### src/rtl/proc_ctrl_if.sv
// Bus-processor control interface: run/data inputs toward the controller and the
// IR strobe, bus-source selects, load enables and debug state coming back out.
interface proc_ctrl_if;
  logic        run;
  logic [15:0] din;
  logic        ir_in;
  logic [0:7]  rout;     // rout[0] selects R0
  logic        gout;
  logic        din_out;
  logic [0:7]  rin;      // rin[0] loads R0
  logic        ain;
  logic        gin;
  logic        add_sub;
  logic        done;
  logic [1:0]  state;
  logic [8:0]  ir;

  modport master (
    input  run, din,
    output ir_in, rout, gout, din_out, rin, ain, gin, add_sub, done, state, ir
  );

  modport slave (
    output run, din,
    input  ir_in, rout, gout, din_out, rin, ain, gin, add_sub, done, state, ir
  );
endinterface

### src/rtl/proc_ctrl.sv
// Control FSM for the 16-bit bus processor: fetches a 9-bit instruction into IR
// and sequences bus-source selects and load enables over steps T0..T3.
module proc_ctrl #(
  parameter int IW = 9
) (
  input  logic          clk_i,
  input  logic          reset_i,
  proc_ctrl_if.master   bus
);

  typedef enum logic [1:0] {
    T0 = 2'd0,
    T1 = 2'd1,
    T2 = 2'd2,
    T3 = 2'd3
  } step_e;

  typedef enum logic [2:0] {
    OP_MV  = 3'b000,
    OP_MVI = 3'b001,
    OP_ADD = 3'b010,
    OP_SUB = 3'b011
  } opcode_e;

  step_e         state_q, state_d;
  logic [IW-1:0] ir_q, ir_d;
  logic [2:0]    opcode;
  logic [2:0]    reg_x;
  logic [2:0]    reg_y;

  assign opcode = ir_q[IW-1 -: 3];
  assign reg_x  = ir_q[IW-4 -: 3];
  assign reg_y  = ir_q[IW-7 -: 3];

  // Index 0 is the leftmost bit, so R0 maps to the MSB of the select vector.
  function automatic logic [0:7] reg_sel(input logic [2:0] idx);
    logic [0:7] v;
    v      = '0;
    v[idx] = 1'b1;
    return v;
  endfunction

  // NOTE: state registers use non-blocking assignments so every flop samples
  // pre-edge values; the reset is synchronous, so it lives inside the clocked branch.
  always_ff @(posedge clk_i) begin
    if (reset_i) begin
      state_q <= T0;
      ir_q    <= '0;
    end else begin
      state_q <= state_d;
      ir_q    <= ir_d;
    end
  end

  // NOTE: every output and next-state value gets a default before the case so
  // no path leaves a signal unassigned and no latch is inferred.
  always_comb begin
    state_d     = state_q;
    ir_d        = ir_q;
    bus.ir_in   = 1'b0;
    bus.rout    = '0;
    bus.gout    = 1'b0;
    bus.din_out = 1'b0;
    bus.rin     = '0;
    bus.ain     = 1'b0;
    bus.gin     = 1'b0;
    bus.add_sub = 1'b0;
    bus.done    = 1'b0;

    unique case (state_q)
      T0: begin
        if (bus.run) begin
          bus.ir_in = 1'b1;
          ir_d      = bus.din[15 -: IW];
          state_d   = T1;
        end
      end
      T1: begin
        unique case (opcode)
          OP_MV: begin
            bus.rout = reg_sel(reg_y);
            bus.rin  = reg_sel(reg_x);
            bus.done = 1'b1;
            state_d  = T0;
          end
          OP_MVI: begin
            bus.din_out = 1'b1;
            bus.rin     = reg_sel(reg_x);
            bus.done    = 1'b1;
            state_d     = T0;
          end
          OP_ADD, OP_SUB: begin
            bus.rout = reg_sel(reg_x);
            bus.ain  = 1'b1;
            state_d  = T2;
          end
          default: begin
            // Undefined opcodes retire as a NOP.
            bus.done = 1'b1;
            state_d  = T0;
          end
        endcase
      end
      T2: begin
        bus.rout    = reg_sel(reg_y);
        bus.gin     = 1'b1;
        bus.add_sub = opcode[0];
        state_d     = T3;
      end
      T3: begin
        bus.gout = 1'b1;
        bus.rin  = reg_sel(reg_x);
        bus.done = 1'b1;
        state_d  = T0;
      end
      default: state_d = T0;
    endcase
  end

  assign bus.state = state_q;
  assign bus.ir    = ir_q;

endmodule

### src/flat_wrapper.sv
// flat-port wrapper written by rule: the top's interface ports become plain ports
module proc_ctrl_flat 
#(
  parameter int IW = 9
)
  (clk_i, reset_i, bus_run, bus_din, bus_ir_in, bus_rout, bus_gout, bus_din_out, bus_rin, bus_ain, bus_gin, bus_add_sub, bus_done, bus_state, bus_ir);
  proc_ctrl_if bus_i ();
  input  logic clk_i;
  input  logic reset_i;
  input wire logic [$bits(bus_i.run)-1:0] bus_run;
  input wire logic [$bits(bus_i.din)-1:0] bus_din;
  output wire logic [$bits(bus_i.ir_in)-1:0] bus_ir_in;
  output wire logic [$bits(bus_i.rout)-1:0] bus_rout;
  output wire logic [$bits(bus_i.gout)-1:0] bus_gout;
  output wire logic [$bits(bus_i.din_out)-1:0] bus_din_out;
  output wire logic [$bits(bus_i.rin)-1:0] bus_rin;
  output wire logic [$bits(bus_i.ain)-1:0] bus_ain;
  output wire logic [$bits(bus_i.gin)-1:0] bus_gin;
  output wire logic [$bits(bus_i.add_sub)-1:0] bus_add_sub;
  output wire logic [$bits(bus_i.done)-1:0] bus_done;
  output wire logic [$bits(bus_i.state)-1:0] bus_state;
  output wire logic [$bits(bus_i.ir)-1:0] bus_ir;
  assign bus_i.run = bus_run;
  assign bus_i.din = bus_din;
  assign bus_ir_in = bus_i.ir_in;
  assign bus_rout = bus_i.rout;
  assign bus_gout = bus_i.gout;
  assign bus_din_out = bus_i.din_out;
  assign bus_rin = bus_i.rin;
  assign bus_ain = bus_i.ain;
  assign bus_gin = bus_i.gin;
  assign bus_add_sub = bus_i.add_sub;
  assign bus_done = bus_i.done;
  assign bus_state = bus_i.state;
  assign bus_ir = bus_i.ir;
  proc_ctrl #(.IW(IW)) u_core (.clk_i(clk_i), .reset_i(reset_i), .bus(bus_i));
endmodule
### config.mk
export PLATFORM = sky130hd
export DESIGN_NAME = proc_ctrl_flat
export DESIGN_NICKNAME = d
export VERILOG_FILES = /design/src/rtl/proc_ctrl_if.sv /design/src/rtl/proc_ctrl.sv /design/src/flat_wrapper.sv
export SDC_FILE = /design/constraint.sdc
export NUM_CORES = 1
export LEC_CHECK = 0
export BUFFER_PORTS_ARGS = -buffer_cell sky130_fd_sc_hd__buf_4
export CAP_MARGIN = 5
export CORE_MARGIN = 2
export CORE_UTILIZATION = 40
export CTS_BUF_LIST = sky130_fd_sc_hd__clkbuf_4 sky130_fd_sc_hd__clkbuf_8
export CTS_CLUSTER_DIAMETER = 120
export DETAILED_ROUTE_END_ITERATION = 8
export GPL_ROUTABILITY_DRIVEN = 0
export GPL_TIMING_DRIVEN = 0
export PLACE_DENSITY_LB_ADDON = 0.25
export RECOVER_POWER = 25
export SKIP_LAST_GASP = 1
export SYNTH_ARGS = -nofsm -noshare
export SYNTH_HDL_FRONTEND = slang
export SYNTH_SLANG_ARGS = --single-unit
export TNS_END_PERCENT = 10
### constraint.sdc
create_clock -name clk_i -period 2 [get_ports clk_i]
set_clock_uncertainty 0.2 [all_clocks]
set_input_delay 0.3 -clock clk_i [delete_from_list [all_inputs] [get_ports clk_i]]
set_output_delay 0.3 -clock clk_i [all_outputs]
set_load 0.03 [all_outputs]
Word level (Yosys, flattened, before mapping). Index checks and enable logic that the tools add are counted.

Logic and storage cells: 44. Output and inout bits: 34. Register bits: 11. Bits of input ports: 19.

Multiplexer cells: 22. Reduce and logical (&&, ||, !) cells: 7. $lt $le $gt $ge: 4. Bitwise logic cells: 2. Equal/unequal tests: 7.

Operators by type and width (count): 8-bit one-hot mux with 2 select lines (3); 1-bit 2-to-1 mux (12); 4-bit >= comparator (second input constant) (2); 4-bit by 1-bit < comparator with 1-bit output (second input constant) (2); 8-bit 2-to-1 mux (1); 3-bit NOT with 4-bit output (2); 2-bit one-hot mux with 4 select lines (1); 1-bit demux with 3-bit select (2); 3-bit by 2-bit == test with 1-bit output (second input constant) (2); 2-bit == test (second input constant) (2); 2-bit 2-to-1 mux (2); 2-bit OR reduction (2); 3-bit by 1-bit == test with 1-bit output (second input constant) (1); 3-bit logical NOT (1); 2-bit by 1-bit == test with 1-bit output (second input constant) (1); 1-bit logical AND (2); 2-bit logical NOT (1); 2-bit != test (second input constant) (1); 1-bit one-hot mux with 2 select lines (1); 2-bit AND reduction (1).

Depth between registers and ports, before layout. Gate-level depths: netlist of the first run.

Depth in word-level cells: 7. Depth in mapped cells: 6. Depth with buffers taken out: 6.

Least setup slack after synthesis of the first run. No wires, ideal clock.

Kind: reg-to-output. From: reg u_core.state_q[0] (netlist: u_core.bus.state[0]). To: out bus_rout[2]. Slack: -0.523 ns. Buffers on the path: 0. Stages on the path, launching flop included: 5. Data required time: 1.500 ns. Arrival: 2.023 ns. Cell sequence: dfxtp_1 -> ha_1 -> nor4b_4 -> nor2_2 -> o32ai_1.

Cells in the longest elaborated chain, start to end: 2. Elaborated cells between the ends (all ways): 3. Classes of those cells: eq/ne (2); mux (1).

Ends and longest elaborated chain: start, declared (RTL line proc_ctrl.sv:25) `step_e state_q, state_d;`; start signal, assigned (RTL line proc_ctrl.sv:50) `state_q <= state_d;`; 2-bit == test or 2-bit by 1-bit == test with 1-bit output (tied branches) (RTL line proc_ctrl.sv:70) `unique case (state_q)`; 8-bit one-hot mux with 2 select lines (*) (RTL line proc_ctrl.sv:70); end, declared (RTL line flat_wrapper.sv:13) `output wire logic [$bits(bus_i.rout)-1:0] bus_rout;`.

Mark *: on every way between the ends. The rest lies on a longest branch, timed or not.

Final worst setup path of the first run.
From: reg u_core.state_q[0] (netlist: u_core.bus.state[0]). To: out bus_rout[5].

The elaborated chain is that of the path after synthesis.

==> results of run 1 <==
==> sequential cells by signal (all words and copies together), names as in the netlist, named ones only <==
register,count
u_core.bus.state,1
u_core.bus.ir,9
==> worst paths after layout <==
| check | cells past startpoint | to | from |
|---|---|---|---|
| worst max-delay path | 5 | bus_rout[5] | u_core.bus.state[0] |
| worst min-delay path | 3 | u_core.bus.ir[7] | bus_din[14] |
| worst max register to register | 6 | u_core.bus.ir[0] | u_core.bus.state[0] |
| worst min register to register | 2 | u_core.bus.ir[4] | u_core.bus.ir[4] |
==> kinds of logic (layout without fill, tap and decap cells) <==
family / Yosys count / after routing / share of synthesized area, %
compound gates: 24 / 24 / 21.8
fa+ha+maj: 5 / 5 / 8.65
buf+inv: 5 / 59 / 2.59
flops: 11 / 11 / 30.4
simple gates: 49 / 49 / 36.5
==> cell type report <==
| type | instances | area share, % |
|---|---|---|
| Inverter | 4 | 1.53 |
| Tap cell | 25 | 2.39 |
| Multi-Input combinational cell | 78 | 47.9 |
| Sequential cell | 11 | 17.4 |
| Clock buffer | 4 | 2.29 |
| Buffer | 1 | 0.286 |
| Timing Repair Buffer | 50 | 28.2 |
==> per-layer routing <==
layer	vias to the layer above	routed length, um
met1	417	964
li1	442	-
met4	0	20
met5	-	0
met2	29	1200
met3	4	108
==> where the power goes <==
group	leakage [nW]	total, mW	internal [mW]	switching [mW]
clock	0.0184	0.157	0.0905	0.0661
combinational	0.420	0.272	0.113	0.159
sequential	0.0916	0.264	0.234	0.0301
total	0.530	0.692	0.437	0.255
==> layout by cell type, fill, tap and decap left out, drive strengths merged <==
cell / n
clkinv: 1
or2: 1
a21o: 1
o21bai: 2
nand2b: 3
and2b: 2
nor2: 11
nand3: 1
nand4: 2
a211oi: 1
and2: 3
or3b: 1
a21oi: 10
ha: 5
o21ai: 2
dlygate4sd3: 1
nor3b: 1
dfxtp: 11
nand3b: 2
buf: 43
nor4b: 1
inv: 3
nand2: 20
o32ai: 4
o22ai: 4
clkbuf: 11
nand4b: 1
==> timing repair <==
action	in CTS	in global routing
buffers inserted	4	0
setup endpoints to repair	18	18
endpoints found under the hold margin	1	0
pin swaps	2	2
hold buffers	1	0
gates resized for setup	9	2
gates cloned	0	0
==> through the flow <==
stage	instance area, um^2	instances
2_1_floorplan	851	94
3_3_place_gp	1220	164
3_5_place_dp	1220	164
4_1_cts	1330	173
5_1_grt	1310	173
6_report	1310	173
==> worst reg2reg max path: cells and delay by family, from the launching register on <==
kind                       cells  cell delay, ns
and+or+nand+nor                2            0.31
buffers and inverters          2            0.33
DFF                            1            0.39
AOI/OAI and AO/OA              1            0.06
adders and majority gates      1            0.16
==> impl_metrics.csv, run 1 <==
group,metric,value,unit
status,status,"finished with violations",
status,failed_checks,"setup timing",
sta,max_freq,436,MHz
floorplanning,pin_count,53,
global_routing,grt_pass1_wl,3590,um
route,firstDrtPassIters,5,
global_routing,grt_use_met2,39.4,%
final_layout,seq_area,228,um^2
place,pre_cts_slack,-0.174,ns
route,route.detailed.drc,0,
final_layout,fill_cells,136,
synthesis,synth_edf_count,0,
sta,rsz0062_at_grt,"true",
floorplanning,initial_utilization,42.3,%
global_routing,grt_max_degree,11,
final_layout,fin_nets,173,
final_layout,multiInputGateArea,628,um^2
cts,cts_tree,"built",
synthesis,yosys_warnings,0,
route,ant_nets,0,
synthesis,netlist_area,723,um^2
cts,cts_root_buffer,"clkbuf_4",
synthesis,synth_common_cells,"nand2_1 (19), dfxtp_1 (11), a21oi_1 (10), nor2_1 (10), ha_1 (5)",
route,routed_wl,2290,um
setup_path,crit_chain,"inv_4, ha_4, nand4b_1, o22ai_2, buf_4",
route,vias_per_cell,5.16,
setup_path,crit_arrival,1.80,ns
synthesis,synth_area_leaders,"dfxtp_1 (30%), nand2_1 (9.9%), ha_1 (8.7%), a21oi_1 (6.9%), nor2_1 (5.2%)",
floorplanning,die_y,46.5,um
power,total_power,692,uW
setup_path,cp-end-kind,"output pin",
synthesis,syn_inst,94,
global_routing,grt_util_met1,27.9,%
synthesis,synthArstFlopShare,0,%
power,peakVddDrop,453,uV
global_routing,antenna_found_initial,0,
sta,post-route-period-util,115,%
place,dp_hpwl,1760,um
setup_path,crit_buf_inv,2,
synthesis,synth_area_per_cell,7.69,um^2
sta,fin_crit,2.30,ns
route,wire_per_inst,13.2,um
sta,setup_viol,17,
global_routing,grt_use_met3,1.96,%
sta,hold_violations,0,
floorplanning,die_w,46.5,um
place,io_buffers,45,
floorplanning,core-area,1710,um^2
final_layout,post-route-util,76.8,%
final_layout,layout-drive-gt1-share,50.0,%
cts,numCtsBuffers,3,
synthesis,synth_top_area_share,30.4,%
route,drt_iter0_markers,18,
hold_path,min_path_type,"in2reg",
cts,clkLatencyLatePin,0.25,ns
setup_path,crit_required,1.50,ns
power,power_density,528,nW/um^2
synthesis,syn-num-nets,118,
final_layout,syn_to_final_growth,81.3,%
setup_path,cp_slowest_cell,"dfxtp_4",
cts,htreeDepth,1,
setup_path,startpoint_type,"register",
global_routing,top_usage_layer,"met2",
sta,holdWs,0.0889,ns
setup_path,cp_max_fo,5,
setup_path,critPathTopFamily,"flip-flops",
cts,cts_buffer_depth,2,
floorplanning,dieArea,2160,um^2
setup_path,path_class,"reg2out",
global_routing,grt.total_usage,22.7,%
flow_run,maxCapViolations,0,
sta,worstMarginPinSlew,0.526,ns
global_routing,overflow,0,
cts,cts.clk_slew.worst_paths,0.06,ns
cts,clock_sinks,11,
route,vias,892,
global_routing,first_global_vias,816,
power,leakage,0.530,nW
synthesis,synthFlopType,"dfxtp_1",
sta,slew_violations,0,
setup_path,max_stage_delay,0.39,ns
setup_path,r2r_slack,0.42,ns
sta,tns,-2.66,ns
sta,setup_ws,-0.296,ns
synthesis,yosysSeqAreaShare,30.4,%
final_layout,diodes,0,
synthesis,yosysTopAreaCell,"dfxtp_1",
synthesis,yosysMostFrequentCell,"nand2_1",
sta,slew_headroom,64.9,%
synthesis,yosys.cell_types.count,28,
floorplanning,num_rows,15,
synthesis,ys_ff_latch,11,
(Power assumes the default switching activity.)
==> run 2, diff against run 1 <==
--- a/config.mk
+++ b/config.mk
@@ -5,6 +5,7 @@
 export SDC_FILE = /design/constraint.sdc
 export NUM_CORES = 1
 export LEC_CHECK = 0
+export ABC_AREA = 1
 export BUFFER_PORTS_ARGS = -buffer_cell sky130_fd_sc_hd__buf_4
 export CAP_MARGIN = 5
 export CORE_MARGIN = 2
@@ -15,7 +16,6 @@
 export GPL_ROUTABILITY_DRIVEN = 0
 export GPL_TIMING_DRIVEN = 0
 export PLACE_DENSITY_LB_ADDON = 0.25
-export RECOVER_POWER = 25
 export SKIP_LAST_GASP = 1
 export SYNTH_ARGS = -nofsm -noshare
 export SYNTH_HDL_FRONTEND = slang
==> run 2 against run 1 <==
  * Largest cell class unchanged
  * Cell area up 3.8%
  * Synthesized cell count increased by 41%
  * Sequential power about the same
  * Die area grew 11%
  * Via count grew 16%
  * Non-clock buffer count unchanged
  * The run still ends with setup timing left
==> impl_metrics.csv, run 2 <==
group,metric,value,unit
cts,cts_buffer_depth,2,
cts,htreeDepth,1,
status,status,"finished with violations",
sta,setup_viol,17,
synthesis,synth_area_per_cell,6.11,um^2
final_layout,diodes,0,
setup_path,cp_max_fo,7,
sta,tns,-1.33,ns
setup_path,r2r_slack,0.35,ns
synthesis,yosysSeqAreaShare,27.1,%
global_routing,grt.total_usage,21.1,%
route,vias_per_cell,4.90,
cts,clkLatencyLatePin,0.28,ns
global_routing,grt_pass1_wl,4000,um
sta,post-route-period-util,106,%
sta,holdWs,0.0746,ns
place,io_buffers,45,
final_layout,layout-drive-gt1-share,43.2,%
setup_path,cp-end-kind,"output pin",
setup_path,path_class,"reg2out",
synthesis,netlist_area,813,um^2
cts,cts_root_buffer,"clkbuf_4",
setup_path,crit_required,1.50,ns
sta,slew_violations,0,
sta,worstMarginPinSlew,0.478,ns
final_layout,layout_commonest_cell,"buf_4",
floorplanning,num_rows,16,
synthesis,ys_ff_latch,11,
hold_path,hold_depth,3,
sta,hold_violations,0,
synthesis,syn-num-nets,157,
route,wire_per_inst,11.2,um
route,routed_wl,2370,um
floorplanning,die_w,49.1,um
route,route.detailed.drc,0,
final_layout,syn_to_final_growth,67.4,%
floorplanning,dieArea,2410,um^2
cts,numCtsBuffers,3,
route,firstDrtPassIters,4,
place,dp_hpwl,1830,um
sta,rsz0062_at_grt,"true",
hold_path,min-delay-start,"bus_din[14]",
setup_path,r2r-start,"u_core.bus.state[0]",
final_layout,fin_nets,210,
synthesis,yosysTopAreaCell,"dfxtp_1",
final_layout,mostFrequentLayoutCells,"buf_4 (44), nand2_1 (28), nor2_1 (24), inv_1 (15), dfxtp_1 (9)",
synthesis,synthFlopType,"dfxtp_1",
cts,clock_sinks,11,
global_routing,grt_max_degree,11,
floorplanning,core-area,1940,um^2
route,drt_iter0_markers,12,
global_routing,overflow,0,
setup_path,worst_r2r_endpoint,"u_core.bus.ir[6]",
setup_path,r2r_cells,6,
synthesis,synth_area_leaders,"dfxtp_1 (27%), nand2_1 (13%), nor2_1 (12%), inv_1 (8.3%), ha_1 (7.7%)",
synthesis,synth_common_cells,"nand2_1 (29), nor2_1 (26), inv_1 (18)",
status,failed_checks,"setup timing",
setup_path,crit_arrival,1.62,ns
floorplanning,initial_utilization,41.9,%
synthesis,synthArstFlopShare,0,%
power,power_density,525,nW/um^2
hold_path,whs_endpoint,"u_core.bus.ir[7]",
global_routing,antenna_found_initial,0,
floorplanning,die_y,49.1,um
sta,fin_crit,2.12,ns
route,vias,1039,
power,peakVddDrop,387,uV
synthesis,syn_inst,133,
synthesis,yosys.cell_types.count,19,
synthesis,synth_edf_count,0,
hold_path,min_path_type,"in2reg",
cts,cts_tree,"built",
setup_path,startpoint_type,"register",
synthesis,yosys_warnings,0,
cts,cts.clk_slew.worst_paths,0.07,ns
synthesis,yosysMostFrequentCell,"nand2_1",
sta,setup_ws,-0.122,ns
sta,max_freq,471,MHz
flow_run,maxCapViolations,0,
final_layout,largest_register_ffs,9,
route,ant_nets,0,
power,leakage,0.598,nW
sta,slew_headroom,68.2,%
floorplanning,pin_count,53,
synthesis,synth_top_area_share,27.1,%
global_routing,first_global_vias,936,
==> run 2: cell types whose count changed after synthesis, sizes merged, moves of 3 or more <==
cell / delta
nand2b: -3
nor3: +11
o22ai: -4
o32ai: -4
a211oi: +6
nor2: +15
nand3: +4
nand2: +9
inv: +16
and2: -3
==> run 2: layout make-up <==
cell class,count,area (um^2)
tap,27,33.8
timing repair buffer,48,378
multi-input combinational,99,592
sequential,11,228
inverter,20,83.8
clock buffer,4,30.0
buffer,3,16.3
fill,184,581
==> run 2: through the flow <==
| stage | std cells | setup WS (ns) | area, um^2 | utilization, % | power (mW) |
|---|---|---|---|---|---|
| after CTS | 212 | -0.109 | 1360 | 69.9 | 0.715 |
| after global placement | 205 | 0.0962 | 1240 | 63.7 | 0.518 |
| after floorplan | 133 | 0.0426 | 865 | - | 0.434 |
| after global routing | 212 | -0.184 | 1360 | 70.1 | 0.756 |
| after detailed placement | 205 | 0.0299 | 1240 | 63.7 | 0.523 |
| final | 212 | -0.122 | 1360 | 70.1 | 0.715 |
==> run 2: timing repair <==
action | 4_1_cts | 5_1_grt
setup endpoints to repair | 17 | 17
gates resized for setup | 14 | 1
pin swaps | 1 | 0
buffers inserted | 2 | 0
endpoints found under the hold margin | 1 | 0
hold buffers | 1 | 0
==> run 2: worst max path at each step <==
stage,cells after the start,to,slack [ns],from
after CTS,5,bus_rout[4],-0.11,u_core.bus.state[0]
after global routing,5,bus_rout[6],-0.18,u_core.bus.state[0]
final,8,bus_rout[3],-0.12,u_core.bus.state[0]
after floorplan,5,bus_rout[3],0.04,u_core.bus.state[0]
after detailed placement,9,bus_rout[5],0.03,register
after global placement,9,bus_rout[5],0.1,register
==> run 2: kinds of logic (layout without fill, tap and decap cells) <==
kind of cell	count (synthesis)	in the layout	share of synthesized area, %
adders and majority gates	5	5	7.69
DFF	11	11	27.1
and+or+nand+nor	73	73	38.6
AOI/OAI and AO/OA	21	21	15.4
buffers and inverters	23	75	11.2
==> run 2: worst max-delay path: stages (launching register included) <==
cell and delay (ns):
dfxtp_4 0.40, clkinvlp_4 0.12, buf_4 0.17, ha_4 0.17, inv_1 0.07, nand2_2 0.10, nand2_1 0.09, a21oi_2 0.05
buf_4 0.17
==> run 2: metal layers <==
| metal | part of all wire, % | GRT usage (%) | vias to the layer above |
|---|---|---|---|
| li1 | - | - | 530 |
| met1 | 41 | 25.3 | 474 |
| met3 | 4.6 | 2.45 | 5 |
| met5 | 0 | 0 | - |
| met4 | 1.9 | 11.0 | 0 |
| met2 | 52 | 36.7 | 30 |
==> run 2: report_power, final <==
part	switching (mW)	internal [mW]	total, mW	leakage (nW)
clock network	0.0829	0.0911	0.174	0.0184
registers	0.0277	0.236	0.264	0.0923
logic	0.172	0.104	0.277	0.487
==> run 3, diff against run 2 <==
--- a/config.mk
+++ b/config.mk
@@ -5,7 +5,7 @@
 export SDC_FILE = /design/constraint.sdc
 export NUM_CORES = 1
 export LEC_CHECK = 0
-export ABC_AREA = 1
+export ABC_AREA = 0
 export BUFFER_PORTS_ARGS = -buffer_cell sky130_fd_sc_hd__buf_4
 export CAP_MARGIN = 5
 export CORE_MARGIN = 2
==> run 3 against run 2 <==
  * The flow still finishes with violations (setup timing)
  * Die area fell by 10%
  * Cell count fell by 18%
  * First-iteration DRC count rose by 17%
  * Critical path depth fell by 3
  * Via count fell by 14%
  * Wire length fell by 3.5%
  * Clock-buffer cell count did not move
  * Core utilization rose by 8.0 points
  * Worst setup slack got worse by 0.17 ns
  * Critical path type unchanged
==> impl_metrics.csv, run 3 (synthesis results as in run 1) <==
group,metric,value,unit
status,status,"finished with violations",
status,failed_checks,"setup timing",
flow_run,maxCapViolations,0,
sta,slew_violations,0,
route,vias,889,
final_layout,layout_commonest_cell,"buf_4",
hold_path,whs_endpoint,"u_core.bus.ir[3]",
setup_path,path_class,"reg2out",
setup_path,startpoint,"u_core.bus.state[0]",
sta,max_freq,436,MHz
final_layout,fin_nets,173,
global_routing,first_global_vias,816,
route,ant_nets,0,
route,drt_iter0_markers,14,
floorplanning,pin_count,53,
final_layout,fin_area,1330,um^2
setup_path,crit_required,1.50,ns
sta,setup_ws,-0.295,ns
final_layout,mostFrequentLayoutCells,"buf_4 (45), nand2_1 (19), a21oi_1 (10), dfxtp_1 (9), nor2_1 (6)",
cts,cts_root_buffer,"clkbuf_4",
setup_path,startpoint_type,"register",
sta,rsz0062_at_grt,"true",
setup_path,r2r_slack,0.41,ns
power,total_power,699,uW
sta,slew_headroom,64.9,%
place,placed_area,1220,um^2
sta,setup_viol,17,
final_layout,fill_cells,131,
place,dp_hpwl,1760,um
power,peakVddDrop,453,uV
cts,cts_buffer_depth,2,
global_routing,grt.total_usage,22.7,%
route,routed_wl,2290,um
global_routing,grt_pass1_wl,3590,um
route,wire_per_inst,13.2,um
power,leakage,0.555,nW
global_routing,grt_max_degree,11,
final_layout,largest_register_ffs,9,
floorplanning,num_rows,15,
route,route.detailed.drc,0,
floorplanning,initial_utilization,42.3,%
cts,numCtsBuffers,3,
hold_path,hold_depth,3,
final_layout,diodes,0,
final_layout,seq_area,228,um^2
setup_path,crit_arrival,1.80,ns
sta,post-route-period-util,115,%
final_layout,layout-drive-gt1-share,54.1,%
power,power_density,524,nW/um^2
route,vias_per_cell,5.14,
hold_path,min-delay-start,"bus_din[10]",
sta,hold_violations,0,
global_routing,overflow,0,
place,io_buffers,45,
final_layout,multiInputGateArea,628,um^2
cts,cts.clk_slew.worst_paths,0.07,ns
cts,clock_sinks,11,
hold_path,min_path_type,"in2reg",
final_layout,syn_to_final_growth,84.4,%
sta,tns,-2.65,ns
floorplanning,dieArea,2160,um^2
setup_path,r2r_cells,6,
setup_path,worst_r2r_endpoint,"u_core.bus.ir[0]",
sta,fin_crit,2.30,ns
setup_path,cp_max_fo,5,
setup_path,cp-end-kind,"output pin",
setup_path,r2r-start,"u_core.bus.state[0]",
floorplanning,core-area,1710,um^2
global_routing,antenna_found_initial,0,
route,firstDrtPassIters,4,
cts,htreeDepth,1,
cts,cts_tree,"built",
cts,clkLatencyLatePin,0.25,ns
sta,worstMarginPinSlew,0.526,ns
floorplanning,die_y,46.5,um
floorplanning,die_w,46.5,um
==> run 3: cell types whose count changed in the layout (fill, tap and decap cells not counted), sizes merged, moves of 4 or more <==
| cell | change |
|---|---|
| a211oi | -6 |
| nor3 | -11 |
| o22ai | +4 |
| inv | -14 |
| o32ai | +4 |
| nand3 | -4 |
| nor2 | -15 |
| nand2 | -9 |
==> run 3: how the worst max path moves through the flow <==
stage	to	slack [ns]
final	bus_rout[5]	-0.30
after global routing	bus_rout[7]	-0.36
after CTS	bus_rout[7]	-0.28
after detailed placement	bus_rin[2]	-0.17
after global placement	bus_rin[3]	-0.12
after floorplan	bus_rout[7]	-0.06
==> run 3: where the power goes <==
group / internal (mW) / switching [mW] / total [mW] / leakage (nW)
sequential: 0.234 / 0.0303 / 0.264 / 0.0916
clock: 0.0905 / 0.0668 / 0.157 / 0.0184
combinational: 0.119 / 0.159 / 0.278 / 0.445
total: 0.443 / 0.256 / 0.699 / 0.555
==> run 3: final cells by class <==
class | count | area share (%)
flip-flops and latches | 11 | 17.1
multi-input cells | 78 | 47.1
repair buffers | 50 | 29.5
clock buffers | 4 | 2.25
plain buffers | 1 | 0.281
well taps | 25 | 2.35
inverters | 4 | 1.50
==> run 3: timing repair <==
item	4_1_cts	5_1_grt
pin swaps	2	2
buffers inserted	4	0
endpoints found under the setup margin	18	18
hold buffers	1	0
endpoints found under the hold margin	1	0
resized for setup	9	2
==> run 3: routing by layer <==
layer	track usage (%)	up-vias	part of all wire, %
met5	0	-	0
met4	10.3	0	0.83
met3	1.96	4	4.5
met2	39.4	27	52
met1	27.9	416	42
li1	-	442	-
==> run 3: stage by stage <==
stage	setup slack (ns)	utilization [%]	hold slack, ns	std cells
floorplan	-0.0633	-	0.163	94
global placement	-0.119	71.4	0.262	164
detailed placement	-0.174	71.4	0.264	164
CTS	-0.285	77.7	0.0840	173
global route	-0.358	78.1	0.0813	173
finish	-0.295	78.1	0.0871	173
==> run 3: worst max-delay path, cell delays in order (launching register included) <==
cell and delay, ns:
dfxtp_4 0.39, inv_4 0.05, ha_4 0.28, nand4b_1 0.33
o22ai_2 0.29, buf_4 0.19
